--- src/rtl/mux_bit_serializer_ctrl_pkg.sv ---
// mux_ser_pkg: shared constants and types for the bit serializer controller.
//   WIDTH  number of selectable bits (power of two)
//   SEL_W  select index width, log2(WIDTH)
//   CNT_W  bit count width, SEL_W+1 so WIDTH itself fits
//   state_t controller states
//   sat_count() clamps a requested count to WIDTH
package mux_ser_pkg;

    localparam int WIDTH = 256;
    localparam int SEL_W = 8;
    localparam int CNT_W = SEL_W + 1;

    typedef enum logic [1:0] {
        ST_IDLE  = 2'd0,
        ST_SHIFT = 2'd1,
        ST_FIN   = 2'd2
    } state_t;

    // Counts above WIDTH are not legal requests; clamp so the job never
    // emits a bit twice.
    function automatic logic [CNT_W-1:0] sat_count(input logic [CNT_W-1:0] cnt);
        return (cnt > CNT_W'(WIDTH)) ? CNT_W'(WIDTH) : cnt;
    endfunction

endpackage

--- src/rtl/mux_bit_serializer_ctrl_if.sv ---
// mux_ser_if: load port, serial port and status of the bit serializer.
//   load   : ld_valid/ld_ready handshake carrying ld_data, ld_first, ld_count
//   control: abort (synchronous job cancel)
//   serial : ser_valid/ser_ready handshake carrying ser_bit, ser_idx, ser_last
//   status : busy, done
// modport slave is the controller, modport master is its producer/consumer side.
interface mux_ser_if;
    import mux_ser_pkg::*;

    logic             ld_valid;
    logic             ld_ready;
    logic [WIDTH-1:0] ld_data;
    logic [SEL_W-1:0] ld_first;
    logic [CNT_W-1:0] ld_count;
    logic             abort;
    logic             ser_valid;
    logic             ser_ready;
    logic             ser_bit;
    logic [SEL_W-1:0] ser_idx;
    logic             ser_last;
    logic             busy;
    logic             done;

    modport slave (
        input  ld_valid, ld_data, ld_first, ld_count, abort, ser_ready,
        output ld_ready, ser_valid, ser_bit, ser_idx, ser_last, busy, done
    );

    modport master (
        output ld_valid, ld_data, ld_first, ld_count, abort, ser_ready,
        input  ld_ready, ser_valid, ser_bit, ser_idx, ser_last, busy, done
    );

endinterface

--- src/rtl/mux_bit_serializer_ctrl_mux256to1.sv ---
// mux256to1: single-bit select from a WIDTH-bit word.
//   d   : input word
//   sel : bit index
//   y   : d[sel]
module mux256to1
    import mux_ser_pkg::*;
(
    input  logic [WIDTH-1:0] d,
    input  logic [SEL_W-1:0] sel,
    output logic             y
);

    assign y = d[sel];

endmodule

--- src/rtl/mux_bit_serializer_ctrl.sv ---
// mux_bit_serializer_ctrl: steps a select index through a captured word and
// emits one bit per accepted serial beat.
//   clk   : rising-edge clock
//   rst_n : asynchronous active-low reset
//   bus   : mux_ser_if.slave (load port, abort, serial port, busy/done)
//
// state    | meaning
// ST_IDLE  | ld_ready high, waiting for a load
// ST_SHIFT | ser_valid high, one bit per beat, counting rem_q down
// ST_FIN   | one-cycle done pulse, then back to idle
module mux_bit_serializer_ctrl
    import mux_ser_pkg::*;
(
    input  logic      clk,
    input  logic      rst_n,
    mux_ser_if.slave  bus
);

    state_t           state_q;
    logic [WIDTH-1:0] word_q;
    logic [SEL_W-1:0] sel_q;
    logic [CNT_W-1:0] rem_q;
    logic             ld_ready_q;
    logic             ser_valid_q;
    logic             busy_q;
    logic             done_q;

    logic             sel_bit;
    logic             beat;
    logic             last;
    logic [CNT_W-1:0] ld_cnt_sat;

    mux256to1 u_mux (
        .d   (word_q),
        .sel (sel_q),
        .y   (sel_bit)
    );

    assign beat       = ser_valid_q && bus.ser_ready;
    assign last       = (state_q == ST_SHIFT) && (rem_q == CNT_W'(1));
    assign ld_cnt_sat = sat_count(bus.ld_count);

    assign bus.ld_ready  = ld_ready_q;
    assign bus.ser_valid = ser_valid_q;
    assign bus.ser_bit   = sel_bit;
    assign bus.ser_idx   = sel_q;
    assign bus.ser_last  = last;
    assign bus.busy      = busy_q;
    assign bus.done      = done_q;

    always_ff @(posedge clk or negedge rst_n) begin
        if (!rst_n) begin
            state_q     <= ST_IDLE;
            word_q      <= '0;
            sel_q       <= '0;
            rem_q       <= '0;
            ld_ready_q  <= 1'b1;
            ser_valid_q <= 1'b0;
            busy_q      <= 1'b0;
            done_q      <= 1'b0;
        end else begin
            case (state_q)
                ST_IDLE: begin
                    if (bus.ld_valid) begin
                        word_q     <= bus.ld_data;
                        sel_q      <= bus.ld_first;
                        rem_q      <= ld_cnt_sat;
                        ld_ready_q <= 1'b0;
                        if (ld_cnt_sat != '0) begin
                            state_q     <= ST_SHIFT;
                            ser_valid_q <= 1'b1;
                            busy_q      <= 1'b1;
                        end else begin
                            state_q <= ST_FIN;
                            done_q  <= 1'b1;
                        end
                    end
                end

                ST_SHIFT: begin
                    // sel_q wraps naturally at WIDTH since SEL_W = log2(WIDTH).
                    if (beat) begin
                        sel_q <= sel_q + SEL_W'(1);
                    end
                    if (bus.abort) begin
                        // A beat taken alongside abort is delivered, but the
                        // job ends without a done pulse.
                        rem_q       <= '0;
                        state_q     <= ST_IDLE;
                        ser_valid_q <= 1'b0;
                        busy_q      <= 1'b0;
                        ld_ready_q  <= 1'b1;
                    end else if (beat) begin
                        rem_q <= rem_q - CNT_W'(1);
                        if (last) begin
                            state_q     <= ST_FIN;
                            ser_valid_q <= 1'b0;
                            busy_q      <= 1'b0;
                            done_q      <= 1'b1;
                        end
                    end
                end

                ST_FIN: begin
                    // Completion already happened; abort here changes nothing.
                    state_q    <= ST_IDLE;
                    done_q     <= 1'b0;
                    ld_ready_q <= 1'b1;
                end

                default: begin
                    state_q     <= ST_IDLE;
                    rem_q       <= '0;
                    ld_ready_q  <= 1'b1;
                    ser_valid_q <= 1'b0;
                    busy_q      <= 1'b0;
                    done_q      <= 1'b0;
                end
            endcase
        end
    end

endmodule

--- src/flat_wrapper.sv ---
// flat-port wrapper written by rule: the top's interface ports become plain ports
module mux_bit_serializer_ctrl_flat import mux_ser_pkg::*;
  (clk, rst_n, bus_ld_valid, bus_ld_data, bus_ld_first, bus_ld_count, bus_abort, bus_ser_ready, bus_ld_ready, bus_ser_valid, bus_ser_bit, bus_ser_idx, bus_ser_last, bus_busy, bus_done);
  mux_ser_if bus_i ();
  input  logic clk;
  input  logic rst_n;
  input wire logic [$bits(bus_i.ld_valid)-1:0] bus_ld_valid;
  input wire logic [$bits(bus_i.ld_data)-1:0] bus_ld_data;
  input wire logic [$bits(bus_i.ld_first)-1:0] bus_ld_first;
  input wire logic [$bits(bus_i.ld_count)-1:0] bus_ld_count;
  input wire logic [$bits(bus_i.abort)-1:0] bus_abort;
  input wire logic [$bits(bus_i.ser_ready)-1:0] bus_ser_ready;
  output wire logic [$bits(bus_i.ld_ready)-1:0] bus_ld_ready;
  output wire logic [$bits(bus_i.ser_valid)-1:0] bus_ser_valid;
  output wire logic [$bits(bus_i.ser_bit)-1:0] bus_ser_bit;
  output wire logic [$bits(bus_i.ser_idx)-1:0] bus_ser_idx;
  output wire logic [$bits(bus_i.ser_last)-1:0] bus_ser_last;
  output wire logic [$bits(bus_i.busy)-1:0] bus_busy;
  output wire logic [$bits(bus_i.done)-1:0] bus_done;
  assign bus_i.ld_valid = bus_ld_valid;
  assign bus_i.ld_data = bus_ld_data;
  assign bus_i.ld_first = bus_ld_first;
  assign bus_i.ld_count = bus_ld_count;
  assign bus_i.abort = bus_abort;
  assign bus_i.ser_ready = bus_ser_ready;
  assign bus_ld_ready = bus_i.ld_ready;
  assign bus_ser_valid = bus_i.ser_valid;
  assign bus_ser_bit = bus_i.ser_bit;
  assign bus_ser_idx = bus_i.ser_idx;
  assign bus_ser_last = bus_i.ser_last;
  assign bus_busy = bus_i.busy;
  assign bus_done = bus_i.done;
  mux_bit_serializer_ctrl u_core (.clk(clk), .rst_n(rst_n), .bus(bus_i));
endmodule
--- config.mk ---
export PLATFORM = sky130hd
export DESIGN_NAME = mux_bit_serializer_ctrl_flat
export DESIGN_NICKNAME = d
export VERILOG_FILES = /design/src/rtl/mux_bit_serializer_ctrl_pkg.sv /design/src/rtl/mux_bit_serializer_ctrl_if.sv /design/src/rtl/mux_bit_serializer_ctrl_mux256to1.sv /design/src/rtl/mux_bit_serializer_ctrl.sv /design/src/flat_wrapper.sv
export SDC_FILE = /design/constraint.sdc
export NUM_CORES = 1
export LEC_CHECK = 0
export ABC_CLOCK_PERIOD_IN_PS = 6650
export BUFFER_PORTS_ARGS = -buffer_cell sky130_fd_sc_hd__buf_2
export CORE_ASPECT_RATIO = 1.75
export CORE_MARGIN = 1
export CORE_UTILIZATION = 45
export CTS_BUF_LIST = sky130_fd_sc_hd__clkbuf_8
export DETAILED_ROUTE_END_ITERATION = 8
export PLACE_DENSITY = 0.68
export SETUP_SLACK_MARGIN = 0.3
export SYNTH_ARGS = -nofsm -noshare
export SYNTH_HDL_FRONTEND = slang
export SYNTH_HIERARCHICAL = 1
export SYNTH_SLANG_ARGS = --single-unit
export TNS_END_PERCENT = 1
--- constraint.sdc ---
create_clock -name clk -period 6.65 [get_ports clk]
set_input_delay 0.9975 -clock clk [delete_from_list [all_inputs] [get_ports clk]]
set_output_delay 0.9975 -clock clk [all_outputs]
set_load 0.005 [all_outputs]
==> results of run 1 <==
-- sequential cells by signal, indices dropped and copies added, names as in the netlist --
signal and cells:
u_core/bus.busy 1, u_core/bus.done 1, u_core/word_q 256, u_core/bus.ser_idx 8, u_core/rem_q 9, u_core/state_q 2
u_core/bus.ld_ready 1
-- final timing paths --
check                                 startpoint  slack (ps)                 end  cells past startpoint
hold reg to reg                u_core/word_q[28]         470   u_core/word_q[28]                      2
setup / recovery           u_core/bus.ser_idx[0]        1470         bus_ser_bit                      7
max in group asynchronous                  rst_n        4840  u_core/word_q[117]                      2
min in group clk               u_core/word_q[28]         470   u_core/word_q[28]                      2
hold / removal                             rst_n         450  u_core/word_q[246]                      1
setup reg to reg               u_core/state_q[0]        3740  u_core/word_q[101]                      5
-- final cells by class --
class                      instances  area, um2
sequential                       278       6970
inverter                           7       26.3
clock buffer                      55        757
antenna                            3       7.51
clock inverter                    21        121
tap                              378        473
timing repair buffer             299       1540
multi-input combinational       1095       5760
fill                            2661      13100
-- routing by layer --
metal	vias to the layer above	GRT usage	wire, um
li1	5335	-	-
met1	5316	0.301	14200
met2	458	0.435	19200
met3	152	0.0395	2170
met4	0	0.193	2880
met5	-	0	0
-- per-stage QoR --
step	power, mW	worst slack, ps	hold WS (ps)	cells
finish	7.56	1470	449	2136
global route	8.08	1330	481	2136
global placement	5.99	2200	451	2057
detailed placement	6.09	2100	455	2057
floorplan	5.19	3650	437	1468
CTS	7.57	1480	440	2133
-- cell families after synthesis --
logic type / count (synthesis)
adder cells (fa/ha/maj): 3
AND/OR/NAND/NOR: 880
multiplexers: 100
AO/OA/AOI/OAI: 112
buffers and inverters: 95
flip-flops: 278
-- Yosys cell counts, drive strengths merged, types with 2 or more instances --
library cell / n / area (um2)
a22o: 6 / 52.6
a211oi: 4 / 30.0
a21oi: 18 / 90.1
or3b: 2 / 17.5
a31oi: 7 / 43.8
nand3: 16 / 80.1
a32oi: 4 / 35.0
nor3: 13 / 65.1
a21o: 2 / 15.0
clkinv: 2 / 7.51
nand2: 789 / 2960
mux4: 36 / 830
nor2b: 7 / 43.8
nand2b: 3 / 18.8
o32ai: 3 / 26.3
clkbuf: 15 / 56.3
nor2: 22 / 85.1
buf: 73 / 410
nor4: 11 / 83.8
and3: 2 / 12.5
and4: 2 / 17.5
o22ai: 25 / 156
o21ai: 21 / 105
nand3b: 3 / 22.5
inv: 5 / 18.8
mux2i: 63 / 631
dfrtp: 277 / 6930
nor3b: 5 / 42.5
o211ai: 4 / 30.0
ha: 3 / 37.5
a22oi: 12 / 90.1
-- power by group through the flow --
stage                     Sequential, mW  Combinational, mW  Clock [mW]
after CTS                           3.30               2.78        1.50
final                               3.31               2.78        1.47
after global placement              3.30               2.69           0
after global routing                3.40               3.11        1.57
after detailed placement            3.32               2.76           0
after floorplan                     2.86               2.33           0
==> run_results.csv, run 1 <==
group,metric,value,unit
synthesis,postSynthCellCount,1468,
synthesis,ys_warn_count,6,
synthesis,synth_mux_area_frac,0.112,
sta,fin_worst_skew,13.0,ps
finish,syn_to_final_growth,18.6,%
drt,drt_wl_total,38.4,mm
sta,setup_tns,0,ps
drt,via_per_inst,5.27,
clocking,ctsLongestPathBuffers,3,
finish,fin_area,15700,um2
floorplanning,dieHeight,229,um
sta,finalCritPeriodShare,0.779,
global_routing,grt.overflow.total,0,
clocking,cts_resized,0,
sta,max_freq,0.193,GHz
critical_path,cp_cell_sequence,"nor2b_1 -> a22oi_1 -> and3_1 -> o41a_1 -> nor4_1 -> a31oi_1 -> buf_2",
floorplanning,start_util,0.459,
clocking,cts_sinks,278,
synthesis,synthAdderAreaFrac,0.00285,
clocking,clk_pin_slew,60,ps
drt,drt-pass1-iter-count,5,
global_routing,antenna_found_initial,3,
clocking,cts_buffers,43,
drt,drt-initial-drc-count,965,
pwr,power_density,483,nW/um2
finish,fin_util,0.545,
critical_path,crit_type,"register to output pin",
critical_path,critPathRequiredTime,5650,ps
finish,fin_nets,2005,
synthesis,synth-xor-area-share,0,
drt,drc,0,
floorplanning,die-width,131,um
clocking,cts_htree_levels,2,
floorplanning,core-area,28700,um2
synthesis,yosys_most_used_dff,"dfrtp_1",
pwr,pwr-share-clk,0.194,
pwr,ir_worst_vdd,247,uV
clocking,clock_latency,580,ps
sta,slew_headroom,0.139,
drt,wl_per_cell,18.0,um
drt,ant_nets,0,
synthesis,synthArstFlopShare,1.00,
place,port_buffers,291,
critical_path,crit_family,"simple AND/OR/NAND/NOR gates",
job,drv_cap,0,
synthesis,synth_seq_cells,278,
outcome,status,"finished clean",
critical_path,end_kind,"output pin",
critical_path,cp_slowest_cell,"nor2b_1",
synthesis,synth-simple-area-share,0.265,
worst_hold_path,hold_path_class,"input pin to asynchronous set/reset pin",
critical_path,worst-path-max-fanout,56,
synthesis,synth_compound_area_frac,0.0563,
clocking,cts_root_buf,"clkbuf_8",
pwr,pwr-share-seq,0.438,
synthesis,syn-num-nets,1749,
critical_path,slowest_delay,1090,ps
floorplanning,fp-row-count,82,
clocking,cts_tree,"done",
synthesis,ys_seq_area_frac,0.527,
place,placed_cell_area,14800,um2
synthesis,synth_area,13200,um2
synthesis,post_synth.cell_area_avg,8.99,um2
clocking,cts_setup_buffers,0,
synthesis,yosysUniqueCellTypes,53,
finish,layout-drive-gt1-share,0.232,
synthesis,synth_top_family_by_area,"simple AND/OR/NAND/NOR gates",
sta,worstMarginPinSlew,1290,ps
pwr,p_leak,8.36,nW
floorplanning,ios,292,
pwr,p_sw,3.04,mW
clocking,hold_buffers,0,
pwr,p_comb_frac,0.368,
critical_path,crit_arrival,4180,ps
sta,finalHoldViolCount,0,
finish,layout_common_cells,"nand2_1, buf_2, dfrtp_1",
synthesis,synth_edf_count,0,
global_routing,grt_max_degree,235,
drt,vias,11300,
global_routing,grt_pass1_vias,11400,
floorplanning,fp.dieArea,30000,um2
critical_path,path_buf_inv,1,
pwr,internal_power,4.52,mW
global_routing,grt_pass1_wl,60.3,mm
critical_path,critPathLaunchType,"register",
place,hpwl,26.9,mm
place,place.gp.congestion,0.898,
pwr,switching_share,0.402,
finish,layout_commonest_cell,"nand2_1",
global_routing,grtUsageTotal,0.260,
sta,setup_viol,0,
sta,rsz0062_at_grt,"false",
sta,final_period_minus_worst_setup_slack,5180,ps
sta,maxSlewViolCount,0,
Power figures use the tool's default switching activity.
==> run 2, diff against run 1 <==
- ABC_CLOCK_PERIOD_IN_PS: 6650 -> 4820
- clock period: 6.65 -> 4.82 ns (I/O delays scaled with it)
==> run 2 against run 1 <==
Utilization increased by 0.35 points. Clock power increased by 37%. Via count increased by 0.44%. Critical endpoint unchanged. Die area unchanged. Total power rose by 39%. Critical path depth did not move. Critical path type unchanged. Worst hold slack worse by 280 ps. Worst setup slack worse by 990 ps. Sequential share of layout area is 0.27 points lower. Cell count grew 0.19%. Global-route usage increased by 0.054 points. Count of clock-buffer cells in the layout increased by 4.
==> run_results.csv, run 2 (synthesis results as in run 1) <==
group,metric,value,unit
sta,final_period_minus_worst_setup_slack,4340,ps
drt,wl_per_cell,18.0,um
pwr,pwr-share-clk,0.192,
global_routing,grt_util_met1,0.298,
critical_path,ff2ff_setup_slack,2320,ps
pwr,p_leak,8.40,nW
sta,finalHoldViolCount,0,
critical_path,end_kind,"output pin",
worst_hold_path,hold_path_class,"input pin to asynchronous set/reset pin",
floorplanning,fp.dieArea,30000,um2
sta,maxSlewViolCount,0,
place,place.gp.congestion,0.885,
critical_path,critPathRequiredTime,4100,ps
global_routing,use_met3,0.0395,
finish,seq_area,6970,um2
clocking,clock_latency,580,ps
critical_path,path_buf_inv,1,
floorplanning,ios,292,
drt,drt-initial-drc-count,788,
critical_path,r2r_end,"u_core/word_q[203]",
critical_path,slowest_delay,740,ps
global_routing,grt.overflow.total,0,
clocking,cts_root_buf,"clkbuf_8",
pwr,power_density,665,nW/um2
clocking,clk_pin_slew,60,ps
pwr,p_comb_frac,0.387,
finish,multi_input_area,5770,um2
critical_path,cp_slowest_cell,"a2111oi_0",
place,hpwl,27.5,mm
finish,fin_nets,2011,
critical_path,ff2ff_path_depth,5,
critical_path,crit_type,"register to output pin",
finish,fin_area,15800,um2
pwr,pwr-share-seq,0.421,
drt,drt_wl_total,38.6,mm
floorplanning,die-width,131,um
job,drv_cap,0,
sta,setup_tns,0,ps
global_routing,top_usage_layer,"met2",
sta,setup_viol,0,
clocking,cts_htree_levels,2,
drt,via_per_inst,5.29,
global_routing,grt_pass1_wl,60.6,mm
sta,hold_ws,169,ps
sta,finalCritPeriodShare,0.901,
sta,slew_headroom,0.244,
clocking,cts_sinks,278,
critical_path,cp_cell_sequence,"or3b_1 -> o22ai_1 -> nor3_1 -> a2111oi_0 -> nor4_1 -> a31oi_1 -> buf_2",
place,placed_cell_area,14800,um2
pwr,internal_power,6.30,mW
drt,drc,0,
global_routing,grt_max_degree,184,
floorplanning,start_util,0.459,
finish,nFillCells,2650,
critical_path,critPathLaunchType,"register",
global_routing,met2_usage,0.442,
critical_path,r2r_start,"u_core/state_q[1]",
place,port_buffers,291,
finish,layout_common_cells,"nand2_1, buf_2, dfrtp_1",
drt,vias,11300,
sta,fin_worst_skew,16.1,ps
global_routing,grt_pass1_vias,11500,
sta,max_freq,0.230,GHz
floorplanning,core-area,28700,um2
pwr,p_sw,4.18,mW
drt,ant_nets,0,
clocking,ctsLongestPathBuffers,3,
drt,drt-pass1-iter-count,5,
global_routing,antenna_found_initial,2,
floorplanning,dieHeight,229,um
sta,worstMarginPinSlew,1130,ps
sta,rsz0062_at_grt,"false",
finish,largest_register_ffs,256,
clocking,hold_buffers,0,
global_routing,grtUsageTotal,0.260,
critical_path,crit_family,"compound AO/OA/AOI/OAI gates",
pwr,switching_share,0.399,
clocking,cts_buffers,42,
clocking,cts_tree,"done",
finish,layout-drive-gt1-share,0.237,
floorplanning,fp-row-count,82,
finish,syn_to_final_growth,19.4,%
critical_path,crit_arrival,3620,ps
pwr,p_total,10.5,mW
critical_path,worst-path-max-fanout,35,
pwr,ir_worst_vdd,261,uV
finish,layout_commonest_cell,"nand2_1",
finish,regMostFlops,"u_core/word_q",
outcome,status,"finished clean",
-- run 2: cell count changes in the layout (fill, tap and decap cells not counted), sizes merged --
cell and delta:
inv -3, clkinvlp -1, clkinv -1, bufinv -1
diode -1, clkbuf +4, buf +7
-- run 2: timing repair --
item / CTS / global route
endpoints found under the setup margin: 1 / 1
setup buffers: 0 / 1
resized for setup: 1 / 1
cloned: 0 / 0
-- run 2: how the worst max path moves through the flow --
stage / startpoint / to / slack [ps] / depth (start not counted)
final: u_core/bus.ser_idx[3] / bus_ser_bit / 480 / 7
after global routing: u_core/bus.ser_idx[0] / bus_ser_bit / 350 / 8
after CTS: u_core/bus.ser_idx[3] / bus_ser_bit / 340 / 7
after detailed placement: u_core/bus.ser_idx[1] / bus_ser_bit / 840 / 7
after global placement: u_core/bus.ser_idx[1] / bus_ser_bit / 870 / 7
after floorplan: u_core/bus.ser_idx[1] / bus_ser_bit / 2100 / 8
-- run 2: stage by stage --
step           setup slack [ps]   util  instances
3_3_place_gp                872  0.516       2063
5_1_grt                     351  0.548       2140
2_1_floorplan              2100      -       1468
3_5_place_dp                837  0.516       2063
6_report                    479  0.548       2140
4_1_cts                     338  0.547       2137
-- run 2: final cells by class --
type	count	area share
inverters	7	0.00167
diodes	2	0.000318
multi-input cells	1095	0.366
well taps	378	0.0300
repair buffers	306	0.103
clock inverters	15	0.00461
clock buffers	59	0.0515
flip-flops and latches	278	0.442
-- run 2: metal layers --
layer / vias to the layer above / wire (um)
met3: 132 / 2150
met5: - / 0
met1: 5405 / 14400
met4: 0 / 2850
li1: 5341 / -
met2: 433 / 19200
-- run 2: power groups by stage --
stage                     logic [mW]  registers [mW]  clock network, mW
final                           4.06            4.41               2.01
after global routing            4.53            4.52               2.16
after CTS                       4.00            4.42               2.07
after detailed placement        3.97            4.46                  0
after global placement          3.86            4.44                  0
after floorplan                 3.22            3.95                  0
==> run 3, diff against run 2 <==
- ABC_CLOCK_PERIOD_IN_PS: 4820 -> 4300
- CELL_PAD_IN_SITES_DETAIL_PLACEMENT: default -> 1
- CELL_PAD_IN_SITES_GLOBAL_PLACEMENT: default -> 1
- CORE_UTILIZATION: 45 -> 42
- PLACE_DENSITY: 0.68 -> default
- PLACE_DENSITY_LB_ADDON: default -> 0.1
- clock period: 4.82 -> 4.3 ns (I/O delays scaled with it)
==> run 3 against run 2 <==
Die area grew 7.1%. Flip-flop and latch count unchanged. Critical path depth grew 1. Largest power group unchanged.
==> run_results.csv, run 3 (synthesis results as in run 1) <==
group,metric,value,unit
critical_path,path_common_cell,"buf_4",
floorplanning,ios,292,
drt,met1_length,16.8,mm
critical_path,cp_cell_sequence,"buf_4 -> nor2_1 -> a22oi_1 -> a2111oi_0 -> buf_4 -> nor4_1 -> a31oi_1 -> buf_2",
sta,final_period_minus_worst_setup_slack,3820,ps
critical_path,critPathRequiredTime,3650,ps
sta,slew_headroom,0.233,
drt,drc,0,
sta,worstMarginPinSlew,1150,ps
clocking,cts_htree_levels,2,
critical_path,r2r_end,"u_core/bus.ser_idx[2]",
sta,max_freq,0.262,GHz
clocking,hold_buffers,0,
place,hpwl,30.2,mm
critical_path,crit_family,"compound AO/OA/AOI/OAI gates",
global_routing,grt.overflow.total,0,
floorplanning,die-width,136,um
drt,met2_wirelength,23.2,mm
critical_path,crit_arrival,3180,ps
finish,fin_util,0.523,
clocking,clk_pin_slew,70,ps
clocking,clock_latency,580,ps
place,dp_slack,768,ps
finish,regMostFlops,"u_core/word_q",
place,placed_cell_area,14900,um2
place,port_buffers,291,
finish,fin_area,16100,um2
floorplanning,fp-row-count,85,
sta,setup_slack,478,ps
pwr,p_leak,8.58,nW
pwr,power_density,776,nW/um2
global_routing,grt_pass1_vias,12400,
clocking,cts_tree,"done",
finish,fin_nets,2027,
drt,ant_nets,0,
critical_path,cp_slowest_cell,"dfrtp_1",
global_routing,grt_max_degree,191,
floorplanning,fp.dieArea,32200,um2
finish,layout_common_cells,"nand2_1, buf_2, dfrtp_1",
drt,via_per_inst,5.26,
floorplanning,dieHeight,236,um
drt,vias,11400,
global_routing,grtUsageTotal,0.277,
critical_path,path_buf_inv,3,
clocking,cts_buffers,42,
worst_hold_path,hold_path_class,"input pin to asynchronous set/reset pin",
critical_path,end_kind,"output pin",
drt,drt-pass1-iter-count,4,
sta,setup_tns,0,ps
critical_path,slowest_delay,510,ps
finish,nFillCells,3719,
critical_path,critPathLaunchType,"register",
drt,drt_wl_total,43.2,mm
drt,wl_met3,1.68,mm
finish,syn_to_final_growth,22.3,%
critical_path,r2r_start,"u_core/state_q[0]",
critical_path,ff2ff_setup_slack,1830,ps
finish,multi_input_area,5780,um2
floorplanning,start_util,0.428,
sta,finalHoldViolCount,0,
finish,layout-drive-gt1-share,0.246,
sta,rsz0062_at_grt,"false",
critical_path,worst-path-max-fanout,12,
clocking,ctsLongestPathBuffers,3,
critical_path,ff2ff_path_depth,4,
drt,topRoutingLayerUsed,"met4",
critical_path,crit_type,"register to output pin",
floorplanning,core-area,30800,um2
clocking,cts_sinks,278,
pwr,ir_worst_vdd,324,uV
finish,layout_commonest_cell,"nand2_1",
job,drv_cap,0,
place,place.gp.congestion,0.824,
global_routing,antenna_found_initial,1,
clocking,cts_root_buf,"clkbuf_8",
sta,maxSlewViolCount,0,
finish,seq_area,6970,um2
global_routing,grt_pass1_wl,67.5,mm
sta,fin_worst_skew,21.3,ps
sta,finalCritPeriodShare,0.889,
outcome,status,"finished clean",
sta,setup_viol,0,
finish,largest_register_ffs,256,
drt,drt-initial-drc-count,521,
drt,wl_per_cell,19.9,um
-- run 3: how the worst max path moves through the flow --
stage | startpoint | endpoint | slack [ps] | cells after the start
final | u_core/bus.ser_idx[2] | bus_ser_bit | 480 | 8
after global routing | u_core/bus.ser_idx[0] | bus_ser_bit | 310 | 9
after CTS | u_core/bus.ser_idx[2] | bus_ser_bit | 390 | 8
after detailed placement | u_core/bus.ser_idx[0] | bus_ser_bit | 770 | 8
after global placement | u_core/bus.ser_idx[0] | bus_ser_bit | 780 | 8
after floorplan | u_core/bus.ser_idx[1] | bus_ser_bit | 1660 | 8
-- run 3: through the flow --
step	hold WS [ps]	instances	total power [mW]
finish	92.1	2171	12.5
floorplan	349	1468	8.03
detailed placement	461	2081	9.70
global placement	453	2081	9.51
global route	134	2171	13.3
CTS	102	2170	12.6
-- run 3: power breakdown --
part | leakage (nW) | switching (mW) | internal, mW
Clock | 0.564 | 1.09 | 1.56
Combinational | 4.59 | 2.79 | 2.12
Sequential | 3.43 | 1.08 | 3.88
Total | 8.58 | 4.96 | 7.56
-- run 3: cell type report --
cell class              count  share of cell area
flip-flops and latches    278               0.432
multi-input cells        1095               0.358
repair buffers            322               0.114
clock buffers              58              0.0495
well taps                 391              0.0303
clock inverters            19              0.0146
inverters                   7             0.00163
diodes                      1            0.000155
-- run 3: layer usage --
metal,up-vias,track usage
met5,-,0
met4,0,0.110
li1,5378,-
met1,5636,0.326
met2,324,0.503
met3,90,0.0349
-- run 3: repair_timing --
item	CTS	global route
setup buffers	12	0
pin swaps	1	0
endpoints found under the setup margin	1	1
resized for setup	3	1
